[src/rtl/mem_wb_stage_pkg.sv]
// Shared writeback-source and load funct3 encodings for the MEM/WB stage.
package mem_wb_stage_pkg;

  localparam int XLEN_DEF      = 32;
  localparam int INSTRET_W_DEF = 64;

  typedef enum logic [1:0] {
    WB_SEL_ALU  = 2'b00,
    WB_SEL_LOAD = 2'b01,
    WB_SEL_PC4  = 2'b10,
    WB_SEL_ALU2 = 2'b11
  } wb_sel_e;

  localparam logic [2:0] F3_LB  = 3'b000;
  localparam logic [2:0] F3_LH  = 3'b001;
  localparam logic [2:0] F3_LW  = 3'b010;
  localparam logic [2:0] F3_LBU = 3'b100;
  localparam logic [2:0] F3_LHU = 3'b101;

endpackage

[src/rtl/mem_wb_stage_load_formatter.sv]
// Combinational load-data formatter: picks the byte/halfword lane and extends it.
module mem_wb_stage_load_formatter
  import mem_wb_stage_pkg::*;
#(
  parameter int XLEN = XLEN_DEF
) (
  input  logic [XLEN-1:0] raw,
  input  logic [1:0]      offset,
  input  logic [2:0]      funct3,
  output logic [XLEN-1:0] result
);

  logic [7:0]  byte_lane;
  logic [15:0] half_lane;

  always_comb begin
    byte_lane = 8'h00;
    case (offset)
      2'd0: byte_lane = raw[7:0];
      2'd1: byte_lane = raw[15:8];
      2'd2: byte_lane = raw[23:16];
      2'd3: byte_lane = raw[31:24];
      default: byte_lane = raw[7:0];
    endcase
    // offset[0] is ignored for halfwords; misaligned accesses never reach here
    half_lane = offset[1] ? raw[31:16] : raw[15:0];

    result = raw;
    case (funct3)
      F3_LB:   result = {{(XLEN-8){byte_lane[7]}}, byte_lane};
      F3_LBU:  result = {{(XLEN-8){1'b0}}, byte_lane};
      F3_LH:   result = {{(XLEN-16){half_lane[15]}}, half_lane};
      F3_LHU:  result = {{(XLEN-16){1'b0}}, half_lane};
      default: result = raw;
    endcase
  end

endmodule

[src/rtl/mem_wb_stage.sv]
// MEM/WB pipeline register, writeback source mux, register-file write port
// and retired-instruction counter.
module mem_wb_stage
  import mem_wb_stage_pkg::*;
#(
  parameter int XLEN      = XLEN_DEF,
  parameter int INSTRET_W = INSTRET_W_DEF
) (
  input  logic                 clk,
  input  logic                 rst,
  input  logic                 stall,
  input  logic                 flush,
  input  logic                 mem_valid,
  input  logic                 mem_reg_write,
  input  logic [4:0]           mem_rd,
  input  logic [1:0]           mem_wb_sel,
  input  logic [2:0]           mem_funct3,
  input  logic [XLEN-1:0]      mem_alu_result,
  input  logic [XLEN-1:0]      mem_load_data,
  input  logic [XLEN-1:0]      mem_pc_plus4,
  output logic [4:0]           writeReg,
  output logic                 regWriteEnable,
  output logic [XLEN-1:0]      writeData,
  output logic                 wb_valid,
  output logic [INSTRET_W-1:0] instret
);

  logic                 valid_q, valid_d;
  logic                 reg_write_q, reg_write_d;
  logic [4:0]           rd_q, rd_d;
  logic [1:0]           wb_sel_q, wb_sel_d;
  logic [2:0]           funct3_q, funct3_d;
  logic [XLEN-1:0]      alu_result_q, alu_result_d;
  logic [XLEN-1:0]      load_data_q, load_data_d;
  logic [XLEN-1:0]      pc_plus4_q, pc_plus4_d;
  logic [INSTRET_W-1:0] instret_q, instret_d;
  logic [XLEN-1:0]      load_fmt;

  always_comb begin
    valid_d      = valid_q;
    reg_write_d  = reg_write_q;
    rd_d         = rd_q;
    wb_sel_d     = wb_sel_q;
    funct3_d     = funct3_q;
    alu_result_d = alu_result_q;
    load_data_d  = load_data_q;
    pc_plus4_d   = pc_plus4_q;
    instret_d    = instret_q;
    // flush wins over stall so a bubble is inserted even while stalled
    if (flush) begin
      valid_d     = 1'b0;
      reg_write_d = 1'b0;
    end else if (!stall) begin
      valid_d      = mem_valid;
      reg_write_d  = mem_reg_write;
      rd_d         = mem_rd;
      wb_sel_d     = mem_wb_sel;
      funct3_d     = mem_funct3;
      alu_result_d = mem_alu_result;
      load_data_d  = mem_load_data;
      pc_plus4_d   = mem_pc_plus4;
      if (mem_valid) instret_d = instret_q + 1'b1;
    end
  end

  always_ff @(posedge clk) begin
    if (rst) begin
      valid_q      <= 1'b0;
      reg_write_q  <= 1'b0;
      rd_q         <= '0;
      wb_sel_q     <= '0;
      funct3_q     <= '0;
      alu_result_q <= '0;
      load_data_q  <= '0;
      pc_plus4_q   <= '0;
      instret_q    <= '0;
    end else begin
      valid_q      <= valid_d;
      reg_write_q  <= reg_write_d;
      rd_q         <= rd_d;
      wb_sel_q     <= wb_sel_d;
      funct3_q     <= funct3_d;
      alu_result_q <= alu_result_d;
      load_data_q  <= load_data_d;
      pc_plus4_q   <= pc_plus4_d;
      instret_q    <= instret_d;
    end
  end

  mem_wb_stage_load_formatter #(.XLEN(XLEN)) u_load_formatter (
    .raw    (load_data_q),
    .offset (alu_result_q[1:0]),
    .funct3 (funct3_q),
    .result (load_fmt)
  );

  always_comb begin
    writeData = alu_result_q;
    case (wb_sel_q)
      WB_SEL_LOAD: writeData = load_fmt;
      WB_SEL_PC4:  writeData = pc_plus4_q;
      default:     writeData = alu_result_q;
    endcase
  end

  assign writeReg       = rd_q;
  assign regWriteEnable = valid_q & reg_write_q & (rd_q != 5'd0);
  assign wb_valid       = valid_q;
  assign instret        = instret_q;

endmodule

[config.mk]
export PLATFORM = sky130hd
export DESIGN_NAME = mem_wb_stage
export DESIGN_NICKNAME = d
export VERILOG_FILES = /design/src/rtl/mem_wb_stage_pkg.sv /design/src/rtl/mem_wb_stage_load_formatter.sv /design/src/rtl/mem_wb_stage.sv
export SDC_FILE = /design/constraint.sdc
export NUM_CORES = 1
export LEC_CHECK = 0
export BUFFER_PORTS_ARGS = -buffer_cell sky130_fd_sc_hd__buf_2
export CAP_MARGIN = 20
export CORE_ASPECT_RATIO = 1.1
export CORE_MARGIN = 2
export CORE_UTILIZATION = 40
export DETAILED_ROUTE_END_ITERATION = 12
export SETUP_SLACK_MARGIN = 0.3
export SYNTH_ARGS = -nofsm -noshare
export SYNTH_HDL_FRONTEND = slang
export SYNTH_SLANG_ARGS = --single-unit
[constraint.sdc]
create_clock -name clk -period 3.75 [get_ports clk]
set_input_delay 0.75 -clock clk [delete_from_list [all_inputs] [get_ports clk]]
set_output_delay 0.75 -clock clk [all_outputs]
set_load 0.005 [all_outputs]
# Word level (Yosys, flattened, before mapping)
# Cells that the tools add are included.
# classes
addsub	1
n_eq_ne	8
muxes	4
bitwise	4
n_reduce_logical	6
# op_table
op	count
32-bit case mux with 4 select lines	1
64-bit by 1-bit adder with 64-bit output, second input constant	1
32-bit case mux with 2 select lines	1
8-bit case mux with 4 select lines	1
16-bit two-way mux	1
2-bit == test, second input constant	3
3-bit == test, second input constant	2
5-bit nonzero test	1
2-bit by 1-bit == test with 1-bit output, second input constant	2
3-bit by 1-bit == test with 1-bit output, second input constant	1
3-bit zero test	1
3-bit AND reduction	1
1-bit AND	2
2-bit zero test	1
1-bit NOT	2
2-bit AND reduction	1
2-bit OR reduction	1
# totals
ff_bits	172
input_bits	112
out_inout_bits	103
wordCells	32

# Depth between registers and ports, before layout
# logic_depth
depth_word	4
ltp_mapped	8

# Hierarchy
# A second synthesis with hierarchy kept.
# hier_totals
cells_unflattened	1076
hier_area_um2	8116.5
# modules_own_cells
mod	n_inst	cells_each	area_each_um2	seq_area_each_um2
mem_wb_stage	1	965	7448.4	3443.3
mem_wb_stage_load_formatter	1	111	668.1	0.0

# Least setup slack after synthesis
# Ideal clock, no wire load.
# synth_timing
path_type	register to output
from	reg alu_result_q[1]
to	out writeData[10]
t_arrival_ns	1.757
required_time_ns	3.000
setup_slack_ns	1.243
path_stages_with_launch	6
n_path_buf	0
cell_sequence	dfxtp_1 mux2i_1 and2_0 o41ai_1 o221ai_1 o211ai_1
# synth_between
elab_chain_cells	4
elab_cells_between_ends	8
classes_between	eq/ne: 3; mux: 4; reduce/logical: 1
# synth_rtl
element	line_no	source
start, declared	mem_wb_stage.sv:33	logic [XLEN-1:0] alu_result_q, alu_result_d;
start signal, assigned	mem_wb_stage.sv:83	alu_result_q <= alu_result_d;
2-bit == test (tied with other cells)	mem_wb_stage_load_formatter.sv:18	case (offset)
8-bit case mux with 4 select lines	mem_wb_stage_load_formatter.sv:18	
32-bit case mux with 4 select lines (*)	mem_wb_stage_load_formatter.sv:29	case (funct3)
32-bit case mux with 2 select lines (*)	mem_wb_stage.sv:99	case (wb_sel_q)
end, declared	mem_wb_stage.sv:23	output logic [XLEN-1:0] writeData,
# Every way passes the cells marked *; elsewhere a longest branch is shown, timed or not.

# Worst setup path after layout
# layout_timing
from	reg alu_result_q[1]
to	out writeData[15]
# The elaborated chain is that of the path after synthesis.

==> impl_metrics.ini <==
[drt]
drt_wl_total_um = 24220
wire_per_inst_um = 16.41
drc = 0
firstDrtPassIters = 5
via_per_inst = 5.318
detail-route-antenna-nets = 0
drt_iter0_drc = 495
routed-via-count = 7850

[synth]
synth_edf_count = 0
synthCells = 1033
seq_area_frac_synth_pct = 43.95
yosysTopAreaCell = dfxtp_1
yosys_most_used_dff = dfxtp_1
avgSynthCellArea_sq_um = 7.584
synthArstFlopShare_pct = 0
synth_commonest_cells = nand2_1, dfxtp_1, a21oi_1
synth_top_area_share_pct = 43.95
synth_most_common_cell = nand2_1
synth_seq_cells = 172
yosys_warnings = 0
synth_fp_nets = 1148
netlist_area_sq_um = 7834
synth.area.top_cells = dfxtp_1, nand2_1, a21oi_1
ys_types = 49

[timing]
fin_skew_ps = 7.365
fmax_mhz = 305.3
grt_setup_unrepaired = no
min_period_ps = 3275
hold_viol_final = 0
holdWs_ps = 454.6
relSlewSlack_pct = 44.59
tns_ps = 0
worst_slack_ps = 474.9
worst_slew_pin_slew_ps = 831.1
drv_slew = 0
fin_crit_sh_pct = 87.34
setup_viol = 0

[global_routing]
overflow = 0
grt_pass1_vias = 7158
globalRouteMet2Util_pct = 35.97
antenna_found_initial = 7
grt_busiest_layer = met2
track_usage_pct = 23.29
grt_use_met3_pct = 5.254
grt_max_degree = 72
met1_usage_pct = 31.51
grt_pass1_wl_um = 37660

[pwr]
combPwrFrac_pct = 8.8
internal_power_uw = 2963
pwr-share-clk_pct = 43.1
power_density_nw_per_um2 = 412.9
ir_worst_vdd_mv = 0.3575
p_switching_uw = 1036
seq_power_share_pct = 48.1
switching_share_pct = 25.90
total_power_uw = 3999
p_leak_uw = 0.003806

[place]
place_congestion = 0.8478
placed_cells = 1438
dp_hpwl_um = 17130
port_buffers = 214
place_ws_ps = 713.4

[final_layout]
finalNonFillerCells = 1476
syn_to_final_growth_pct = 23.62
nets = 1325
final_layout_size_suffix_gt1_share_pct = 22.65
fillers = 1931

[clock_network]
ctsHoldBuffers = 0
ctsLongestPathBuffers = 2
htreeDepth = 4
clk_latency_ps = 430
cts_tree = built
cts_buffers = 17
root_buffer = clkbuf_16
clk_pin_slew_ps = 70
clock_sinks = 172

[floorplan]
core_sq_um = 19160
start_util_pct = 40.88
die_y_um = 150.8
die-width_um = 137.4
rows = 53
design.die.area_sq_um = 20720
pin_count = 215

[flow_run]
drv_cap = 0

[setup_path]
worstSetupPathType = reg2out
cp.required_ps = 3000
cp_max_fo = 12
crit_path_start_kind = register
crit_arrival_ps = 2530
crit_path_end_kind = output pin

[hold_path]
hold_path.class = reg2reg

[outcome]
status = finished clean
==> layer usage <==
layer / part of all wire [%] / up-vias
met5: 0.054 / -
met4: 2.6 / 2
met3: 7.2 / 39
met2: 45 / 265
met1: 46 / 3616
li1: - / 3928
==> cell families (layout without fill, tap and decap cells) <==
family | after synthesis | after routing | share of synthesized area (%)
xor+xnor | 30 | 30 | 3.354
buf+inv | 83 | 273 | 4.249
flops | 172 | 172 | 43.95
simple gates | 497 | 497 | 29.02
compound gates | 235 | 235 | 17.22
fa+ha+maj | 3 | 3 | 0.4792
mux | 13 | 13 | 1.725
other cells | 0 | 6 | 0
==> layout make-up <==
class	count	area, sq um	area share (%)
antenna	6	15.01	0.1550
multi-input combinational	778	4068	42.00
inverter	14	52.55	0.5426
clock inverter	14	135.1	1.395
sequential	172	3445	35.57
clock buffer	18	439.2	4.535
timing repair buffer	227	1221	12.61
tap	247	309.0	3.191
==> through the flow <==
step / area [sq um] / utilization [%]
2_1_floorplan: 7834 / -
3_3_place_gp: 9094 / 47.45
3_5_place_dp: 9094 / 47.45
4_1_cts: 9669 / 50.45
5_1_grt: 9669 / 50.45
6_report: 9684 / 50.53
==> cells in the final DEF, fill, tap and decap left out, types with 5 or more instances in the layout <==
master,n
nand4_1,24
o31ai_1,5
buf_4,10
mux2i_1,9
and3_1,9
buf_2,213
inv_1,13
nand2_1,290
xnor2_1,15
diode_2,6
nor2b_1,8
o21ai_0,32
or3_1,27
a31oi_1,7
nor3_1,17
a21oi_1,147
o221ai_1,29
xor2_1,15
dfxtp_1,171
o211ai_1,7
nor2_1,69
nand3_1,22
or4_1,7
clkbuf_16,17
==> critical path: stages, from the launching register on <==
cell and delay, ps:
dfxtp_2 520, mux2i_1 170, and2_0 180, o41ai_1 550, buf_4 250, a21oi_1 40
o221ai_1 230, buf_2 160
==> what timing repair did <==
item | CTS | global route
gates resized for setup | 1 | 0
setup endpoints to repair | 4 | 0
setup buffers | 0 | 0
==> power groups by stage <==
stage	clock [uW]	sequential, uW	combinational (uW)
after global routing	1830	1930	392
after detailed placement	0	1960	353
after global placement	0	1960	353
after floorplan	0	1950	202
after CTS	1750	1920	354
final	1720	1920	353
==> flip-flops by register name (all words and copies together), names as in the netlist <==
signal	count
reg_write_q	1
wb_valid	1
writeReg	5
pc_plus4_q	32
load_data_q	32
instret	64
wb_sel_q	2
alu_result_q	32
funct3_q	3
==> path summary, 6_finish.rpt <==
kind / start / endpoint / slack (ps) / cells past startpoint
min: alu_result_q[30] / alu_result_q[30] / 450 / 2
max reg2reg: instret[0] / instret[60] / 1150 / 6
max: alu_result_q[1] / writeData[15] / 470 / 7
min reg2reg: alu_result_q[30] / alu_result_q[30] / 450 / 2
No activity file was read; power rests on OpenSTA's default activity.
